===== config.mk =====
export PLATFORM = sky130hd
export DESIGN_NAME = tff_mod_counter
export DESIGN_NICKNAME = d
export VERILOG_FILES = /design/src/rtl/tff_mod_counter.sv
export SDC_FILE = /design/constraint.sdc
export NUM_CORES = 1
export LEC_CHECK = 0
export CAP_MARGIN = 20
export CELL_PAD_IN_SITES_DETAIL_PLACEMENT = 0
export CELL_PAD_IN_SITES_GLOBAL_PLACEMENT = 1
export CORE_MARGIN = 5
export CORE_UTILIZATION = 31
export CTS_CLUSTER_DIAMETER = 150
export DETAILED_ROUTE_END_ITERATION = 8
export PLACE_DENSITY_LB_ADDON = 0.1
export SLEW_MARGIN = 40
export SYNTH_ARGS = -nofsm -noshare
export SYNTH_HDL_FRONTEND = slang
export SYNTH_SLANG_ARGS = --single-unit

===== constraint.sdc =====
create_clock -name clk -period 1.8 [get_ports clk]
set_input_delay 0.36 -clock clk [delete_from_list [all_inputs] [get_ports clk]]
set_output_delay 0.36 -clock clk [all_outputs]
set_load 0.02 [all_outputs]

===== src/rtl/tff_mod_counter.sv =====
// Modulo-MODULUS counter that drives a T flip-flop bank with its per-bit toggle vector.
// Define TFF_MOD_COUNTER_UPDOWN_EN to enable down-counting via `up`; otherwise up-only.
module tff_mod_counter #(
  parameter int unsigned WIDTH   = 4,
  parameter int unsigned MODULUS = 10
) (
  input  logic             clk,
  input  logic             clrn,
  input  logic             en,
  input  logic             up,
  input  logic             ld,
  input  logic [WIDTH-1:0] d,
  output logic [WIDTH-1:0] q,
  output logic [WIDTH-1:0] t,
  output logic             tc,
  output logic             wrap,
  output logic             err
);

  localparam logic [WIDTH-1:0] MaxCount = WIDTH'(MODULUS - 1);

  logic [WIDTH-1:0] q_d;
  logic             wrap_d;
  logic             err_d;
  logic             d_legal;
  logic             at_top;
  logic             term;

  assign d_legal = (32'(d) < MODULUS);
  assign at_top  = (q == MaxCount);

`ifdef TFF_MOD_COUNTER_UPDOWN_EN
  logic at_bottom;

  assign at_bottom = (q == '0);
  assign term      = up ? at_top : at_bottom;
`else
  logic unused_up;

  assign unused_up = up;
  assign term      = at_top;
`endif

  // Load beats count; an illegal load also swallows that cycle's count request.
  always_comb begin
    q_d    = q;
    wrap_d = 1'b0;
    err_d  = 1'b0;
    if (ld) begin
      if (d_legal) begin
        q_d = d;
      end else begin
        err_d = 1'b1;
      end
    end else if (en) begin
`ifdef TFF_MOD_COUNTER_UPDOWN_EN
      if (up) begin
        q_d = at_top ? '0 : q + 1'b1;
      end else begin
        q_d = at_bottom ? MaxCount : q - 1'b1;
      end
`else
      q_d = at_top ? '0 : q + 1'b1;
`endif
      wrap_d = term;
    end
  end

  assign tc = en & ~ld & term;
  assign t  = clrn ? (q ^ q_d) : '0;

  always_ff @(posedge clk or negedge clrn) begin
    if (!clrn) begin
      q    <= '0;
      wrap <= 1'b0;
      err  <= 1'b0;
    end else begin
      q    <= q_d;
      wrap <= wrap_d;
      err  <= err_d;
    end
  end

endmodule

# == Word level (Yosys, flattened, before mapping) ==
# Index checks and enable logic that the tools add are counted.
# op_classes
bitwise_logic,4
n_eq_ne,1
add_sub_neg,1
mux,9
magnitude_cmp,1
# op_table
operator,n
4-bit 2-to-1 mux,5
"4-bit by 1-bit adder with 4-bit output, second input constant",1
"4-bit == test, second input constant",1
"4-bit less-than comparator, second input constant",1
1-bit 2-to-1 mux,4
4-bit bitwise XOR,1
1-bit AND,2
1-bit NOT,1
# word_totals
elab_cells,19
output_inout_bits,11
regBits,6

# == Longest topological paths before layout ==
# Gate-level depths: netlist (run 1).
# depth
ltp_word,6
ltp_mapped,6
depth_no_buf,5

# == Worst setup path before layout (run 1) ==
# No wires, ideal clock.
# synth_timing
path_kind,flip-flop to output port
start,register q[1]
end,output t[2]
path_stages_with_launch,7
setup_slack_ps,-252
required_ps,1440
arrival_time_ps,1692
path_cell_list,dfrtp_1 buf_2 inv_1 ha_1 nand3b_1 a31oi_1 a211oi_1
# synth_between
elab_chain_cells,6
# synth_lines
item,line,text
"start, declared",13,"output logic [WIDTH-1:0] q,"
"start signal, assigned",78,q <= q_d;
4-bit by 1-bit adder with 4-bit output or 4-bit == test (tied branches),"63, 30",
4-bit 2-to-1 mux (*),63,q_d = at_top ? '0 : q + 1'b1;
4-bit 2-to-1 mux (*),55,end else if (en) begin
4-bit 2-to-1 mux (*),49,if (ld) begin
4-bit bitwise XOR (*),70,assign t = clrn ? (q ^ q_d) : '0;
4-bit 2-to-1 mux (*),70,
"end, declared",14,"output logic [WIDTH-1:0] t,"
# Mark *: on every way between the ends. The rest lies on a longest branch, timed or not.

# == Worst setup path in the final report (run 1) ==
# layout_timing
start,register q[1]
end,output t[3]
# The elaborated chain is that of the path after synthesis.

==> results of run 1 <==
cells by family after synthesis:
logic type | synth area share
AOI/OAI and AO/OA | 0.268
xor gates and xnor gates | 0.0154
DFF | 0.264
and+or+nand+nor | 0.358
buffers and inverters | 0.0506
adders and majority gates | 0.0439
cells in the final DEF, fill, tap and decap left out, types with 3 or more instances in the layout:
cell type        instances
buf_4                   32
dlygate4sd2_1            6
nand2_1                  4
dfrtp_1                  4
dlymetal6s2s_1           4
nor2_1                   3
a21oi_1                  3
nor2b_1                  3
nand4b_1                 3
clkbuf_4                 3
clkdlybuf4s50_1          3
where the power goes:
| group | switching, uW | leakage, uW | total, uW | internal (uW) |
|---|---|---|---|---|
| registers | 19.5 | 0.0000729 | 171 | 152 |
| logic | 159 | 0.000427 | 358 | 199 |
| clock network | 57.2 | 0.0000150 | 142 | 84.5 |
| total | 235 | 0.000515 | 671 | 435 |
layout make-up:
type,count,area [um^2],area share
Clock buffer,4,26.3,0.0243
Inverter,2,7.51,0.00695
Multi-Input combinational cell,53,452,0.418
Sequential cell,6,153,0.141
Tap cell,25,31.3,0.0290
Timing Repair Buffer,48,410,0.380
through the flow:
step / power [uW] / setup WS [ns] / std cells
after floorplan: 318 / 0.00335 / 65
after global placement: 487 / -0.713 / 129
after CTS: 652 / -0.139 / 135
after global routing: 711 / -0.206 / 138
after detailed placement: 487 / -0.693 / 129
final: 671 / -0.142 / 138
routing by layer:
layer	track usage	routed length, um	up-vias
met5	0	0	-
met4	0.0766	30	0
met3	0.0451	150	4
met2	0.236	884	31
met1	0.190	871	326
li1	-	-	343
registers in the layout, summed over array words and instances (netlist names):
signal	flops
err	1
q	4
wrap	1
final timing paths:
| kind | from | endpoint | slack, ns | depth (start not counted) |
|---|---|---|---|---|
| worst max-delay path | q[1] | t[3] | -0.14 | 7 |
| worst min-delay path | clrn | wrap | 0.27 | 2 |
| worst max register to register | q[0] | q[3] | 0.11 | 7 |
| worst min register to register | q[3] | wrap | 0.69 | 2 |
| max in group asynchronous | clrn | q[2] | 1.41 | 2 |
| min in group clk | d[3] | err | 0.61 | 2 |
timing repair:
item,4_1_cts,5_1_grt
pin swaps,5,4
endpoints found under the hold margin,0,0
endpoints found under the setup margin,6,9
resized for setup,39,14
buffers inserted,2,3
==> results.md, run 1 <==
- Static leakage: 0.000515 uW
- Antenna cell count: 0
- Site Rows: 15
- EDFF count, synth: 0
- Root buf cell: clkbuf_4
- Maxcap violations: 0
- Vias: 704
- Final Hold Viols: 0
- #FFs+latches synth: 6
- P&R area growth vs syn: 89.7%
- Die Ht: 52.9 um
- WHS: about 0.27 ns
- Yosys Warn Count: 0
- Hold WC Path Type: in2async
- Max FO, Critical Path: 3
- Crit path max-delay family: flip-flops
- Fmax: 515 MHz
- FFs w/ async S/R, synth: 1.00
- Final GP Congestion: 0.747
- Nets: about 130
- Avg Cell Area, Syn: between 8 and 9 um^2
- Cell mode on critical path: buf_4
- Num CTS Buffers: 3
- Yosys cell types: 36
- Vias in the first global route: 670
- Critical Path AT: approximately 1.6 ns
- CP endpoint kind: output pin
- Fin util: 0.619
- First-pass GRT wire length: 3060 um
- CP Class: reg2out
- Mapped Nets: 76
- TritonCTS clock tree: built
- CP startpoint kind: flip-flop
- Largest net degree at the start of global routing: 11
- Residual DRC: 0
- Setup TNS: -0.360 ns
- GRT Total Usage: 0.152
- RSZ-0062 raised after global routing: yes
- Wire length per cell: 14.0 um
- Critical Path RT: 1.44 ns
- Buf/Inv on CP: 3
- Worst path cell trace: inv_2 > ha_4 > and4bb_1 > buf_4 > o21ai_2 > a31oi_2 > buf_4
- DP Wirelength: 1350 um
- Vias/cell: 5.10
- Status: finished, violations left
- Synth Cell Area: 569 um^2
- Syn Inst Count: 65
- Fin crit share: 1.08
- Power per cell area: 621 nW/um^2
- Hold buffers post-CTS: 0
- Worst slew pin tran: 0.265 ns
- Count leader, synth: dfrtp_1
- Worst rel slew slack: 0.823
- Initial antenna violation count: 0
- Number of port buffers: 18
- Violated checks: setup timing
- H-tree depth: 1
- Seq/Total Area, Yosys: 0.264
- DRT antenna net count: 0
- Core Region: roughly 1700 um^2
- DR pass1 iterations: 4
- Largest cells by area after synthesis: dfrtp_1 26%, nor2b_1 5.5%, nand4b_1 4.6%, ha_1 4.4%, nor4bb_4 4.4%
- Most frequent cells after synthesis: 6 x dfrtp_1, 5 x nor2b_1, 4 x a21oi_1, 4 x nand2_1
- Initial DRC Count: 39
- Setup Skew: 0.00615 ns
- Maximum vdd drop: 0.000359 V
- Die width: 52.9 um
- Die Area: 2790 um^2
- Longest Clk Path Bufs: 2
- Clock latency on the worst-skew pair: about 0.25 ns
- Final Routed Wirelength: between 1500 and 2000 um
- CTS clk-pin slew, worst paths: 0.05 ns
- Primary FF master, synth: dfrtp_1
- Initial Util: 0.326
- Setup violators final: 4
- Fraction of layout cells with a size suffix above 1: 0.496
- CP max-delay cell: dfrtp_2
- Min Tclk post-route: 1.94 ns
- Worst path max stage delay: slightly above 0.4 ns
- Design area: approximately 1100 um^2
- Fill count: 154
- Sink Count: 6
- Worst setup margin: -0.142 ns
- I/O Pins: 20
- Placed instance area: 960 um^2
- Post-synth top area cell: dfrtp_1
- Synth top area share: 0.264
- Final slew viol count: 0
- Gr ovfl total: 0
Power figures use the tool's default switching activity.
==> inputs of run 2 (changes only) <==
--- a/config.mk
+++ b/config.mk
@@ -13,6 +13,7 @@
 export CTS_CLUSTER_DIAMETER = 150
 export DETAILED_ROUTE_END_ITERATION = 8
 export PLACE_DENSITY_LB_ADDON = 0.1
+export SKIP_CTS_REPAIR_TIMING = 1
 export SLEW_MARGIN = 40
 export SYNTH_ARGS = -nofsm -noshare
 export SYNTH_HDL_FRONTEND = slang
==> run 2 against run 1 <==
Net effect: wire length fell by 3.7%; sequential power about the same; die area stayed put; clock skew is 0.0030 ns lower; power decreased by 3.2%; non-clock buffer count down 3; highest routed layer unchanged; first-iteration DRC count down 59%; via count is 2.4% lower; flip-flop and latch count is the same; sequential share of layout area grew 0.28 points; the run still ends with setup timing left; clock power about the same; setup slack better by 0.079 ns.
==> results.md, run 2 (synthesis gave the netlist of run 1 again) <==
- Maxcap violations: 0
- Initial antenna violation count: 0
- Critical Path AT: 1.50 ns
- Setup Skew: 0.00316 ns
- P&R area growth vs syn: 85.9%
- Grt met2 use: 0.225
- DP Wirelength: roughly 1400 um
- Clock latency on the worst-skew pair: 0.25 ns
- Num CTS Buffers: 3
- Fmax: roughly 540 MHz
- Hold WC Path Type: in2async
- Multi-input logic area: 444 um^2
- FF-to-FF setup slack: 0.21 ns
- CTS clk-pin slew, worst paths: 0.05 ns
- Violated checks: setup timing
- DR pass1 iterations: 4
- Site Rows: 15
- Worst r2r dst: q[3]
- H-tree depth: 1
- Register area: about 150 um^2
- Core Region: between 1500 and 2000 um^2
- Fill count: 154
- Met3 GRT Util: 0.0451
- Most frequent cells in the layout: 30 x buf_4, 10 x dlymetal6s2s_1, 4 x nand2_1, 4 x a21oi_1, 4 x dfrtp_1
- Die width: around 53 um
- RR Startpoint: q[0]
- Critical Path RT: around 1.4 ns
- Number of port buffers: 18
- Worst rel slew slack: 0.780
- CP startpoint kind: flip-flop
- Finished Layout Cells: 135
- GRT Total Usage: 0.147
- Min Tclk post-route: 1.86 ns
- Max reg flops: 4
- Wire length per cell: ~14 um
- Residual DRC: 0
- Worst setup margin: -0.0632 ns
- TritonCTS clock tree: built
- Status: finished, violations left
- Power per cell area: roughly 610 nW/um^2
- Busiest layer in global routing: met2
- First-pass GRT wire length: 2930 um
- Fin util: 0.606
- Biggest regs: q: 4 flops, err: 1 flops, wrap: 1 flops
- DRT antenna net count: 0
- Commonest non-fill, non-tap cell in the layout: buf_4
- Die Ht: 52.9 um
- Fraction of layout cells with a size suffix above 1: 0.482
- Maximum vdd drop: 0.000308 V
- Worst slew pin tran: 0.329 ns
- Vias: 687
- Final Hold Viols: 0
- Final Routed Wirelength: 1870 um
- Die Area: 2790 um^2
- Placed Instances: 129
- Setup violators final: 4
- Largest net degree at the start of global routing: 11
- CP endpoint kind: output pin
- Setup TNS: -0.190 ns
- Static leakage: 0.000545 uW
- Gr ovfl total: 0
- Met1 Resource Use GR: 0.183
- Vias in the first global route: 645
- Sink Count: 6
- Initial DRC Count: 16
- RSZ-0062 raised after global routing: yes
- Initial Util: 0.326
- Root buf cell: clkbuf_4
- Antenna cell count: 0
- Longest Clk Path Bufs: 2
- CP Class: reg2out
- Final slew viol count: 0
- Vias/cell: between 5 and 6
- Nets: 122
- R2r worst-path depth: 6
- Max FO, Critical Path: 3
- Power, Total: 649 uW
- Top reg by flops: q
- Final GP Congestion: 0.747
- Fin crit share: 1.04
- I/O Pins: 20
-- run 2: metrics by stage --
step,hold slack (ns),area [um^2],setup WS (ns)
floorplan,0.0644,582,0.00335
global placement,0.655,960,-0.713
detailed placement,0.643,960,-0.693
CTS,0.527,986,-0.689
global route,0.187,1060,-0.136
finish,0.138,1060,-0.0632
-- run 2: cell type report --
type | count | share of cell area
clock buffers | 4 | 0.0248
inverters | 2 | 0.00709
multi-input cells | 53 | 0.420
flip-flops and latches | 6 | 0.144
well taps | 25 | 0.0296
repair buffers | 45 | 0.375
-- run 2: routing by layer --
metal  vias to the layer above  routed length [um]  share of wire
met1                       323                 907           0.49
met2                        21                 803           0.43
met4                         0                  44          0.024
met3                         4                 109          0.058
met5                         -                   0              0
li1                        339                   -              -
-- run 2: worst max-delay path by stage --
stage | start | to | slack, ns | cells past startpoint
2_1_floorplan | q[1] | t[1] | 0.003 | 6
3_3_place_gp | d[2] | t[0] | -0.71 | 6
3_5_place_dp | d[2] | t[0] | -0.69 | 6
4_1_cts | d[2] | t[0] | -0.69 | 6
5_1_grt | q[1] | t[3] | -0.14 | 6
6_report | q[1] | t[3] | -0.06 | 6
-- run 2: worst max-delay path, stage by stage, from the launching register on --
cell and delay [ns]:
dfrtp_2 0.40, inv_2 0.08, ha_4 0.13, and4bb_2 0.26, o21ai_2 0.06, a31oi_2 0.16, buf_4 0.16
-- run 2: power by group --
part | switching (uW) | internal (uW) | leakage (uW)
Combinational | 151 | 183 | 0.000457
Clock | 60.6 | 84.8 | 0.0000150
Sequential | 18.4 | 152 | 0.0000729
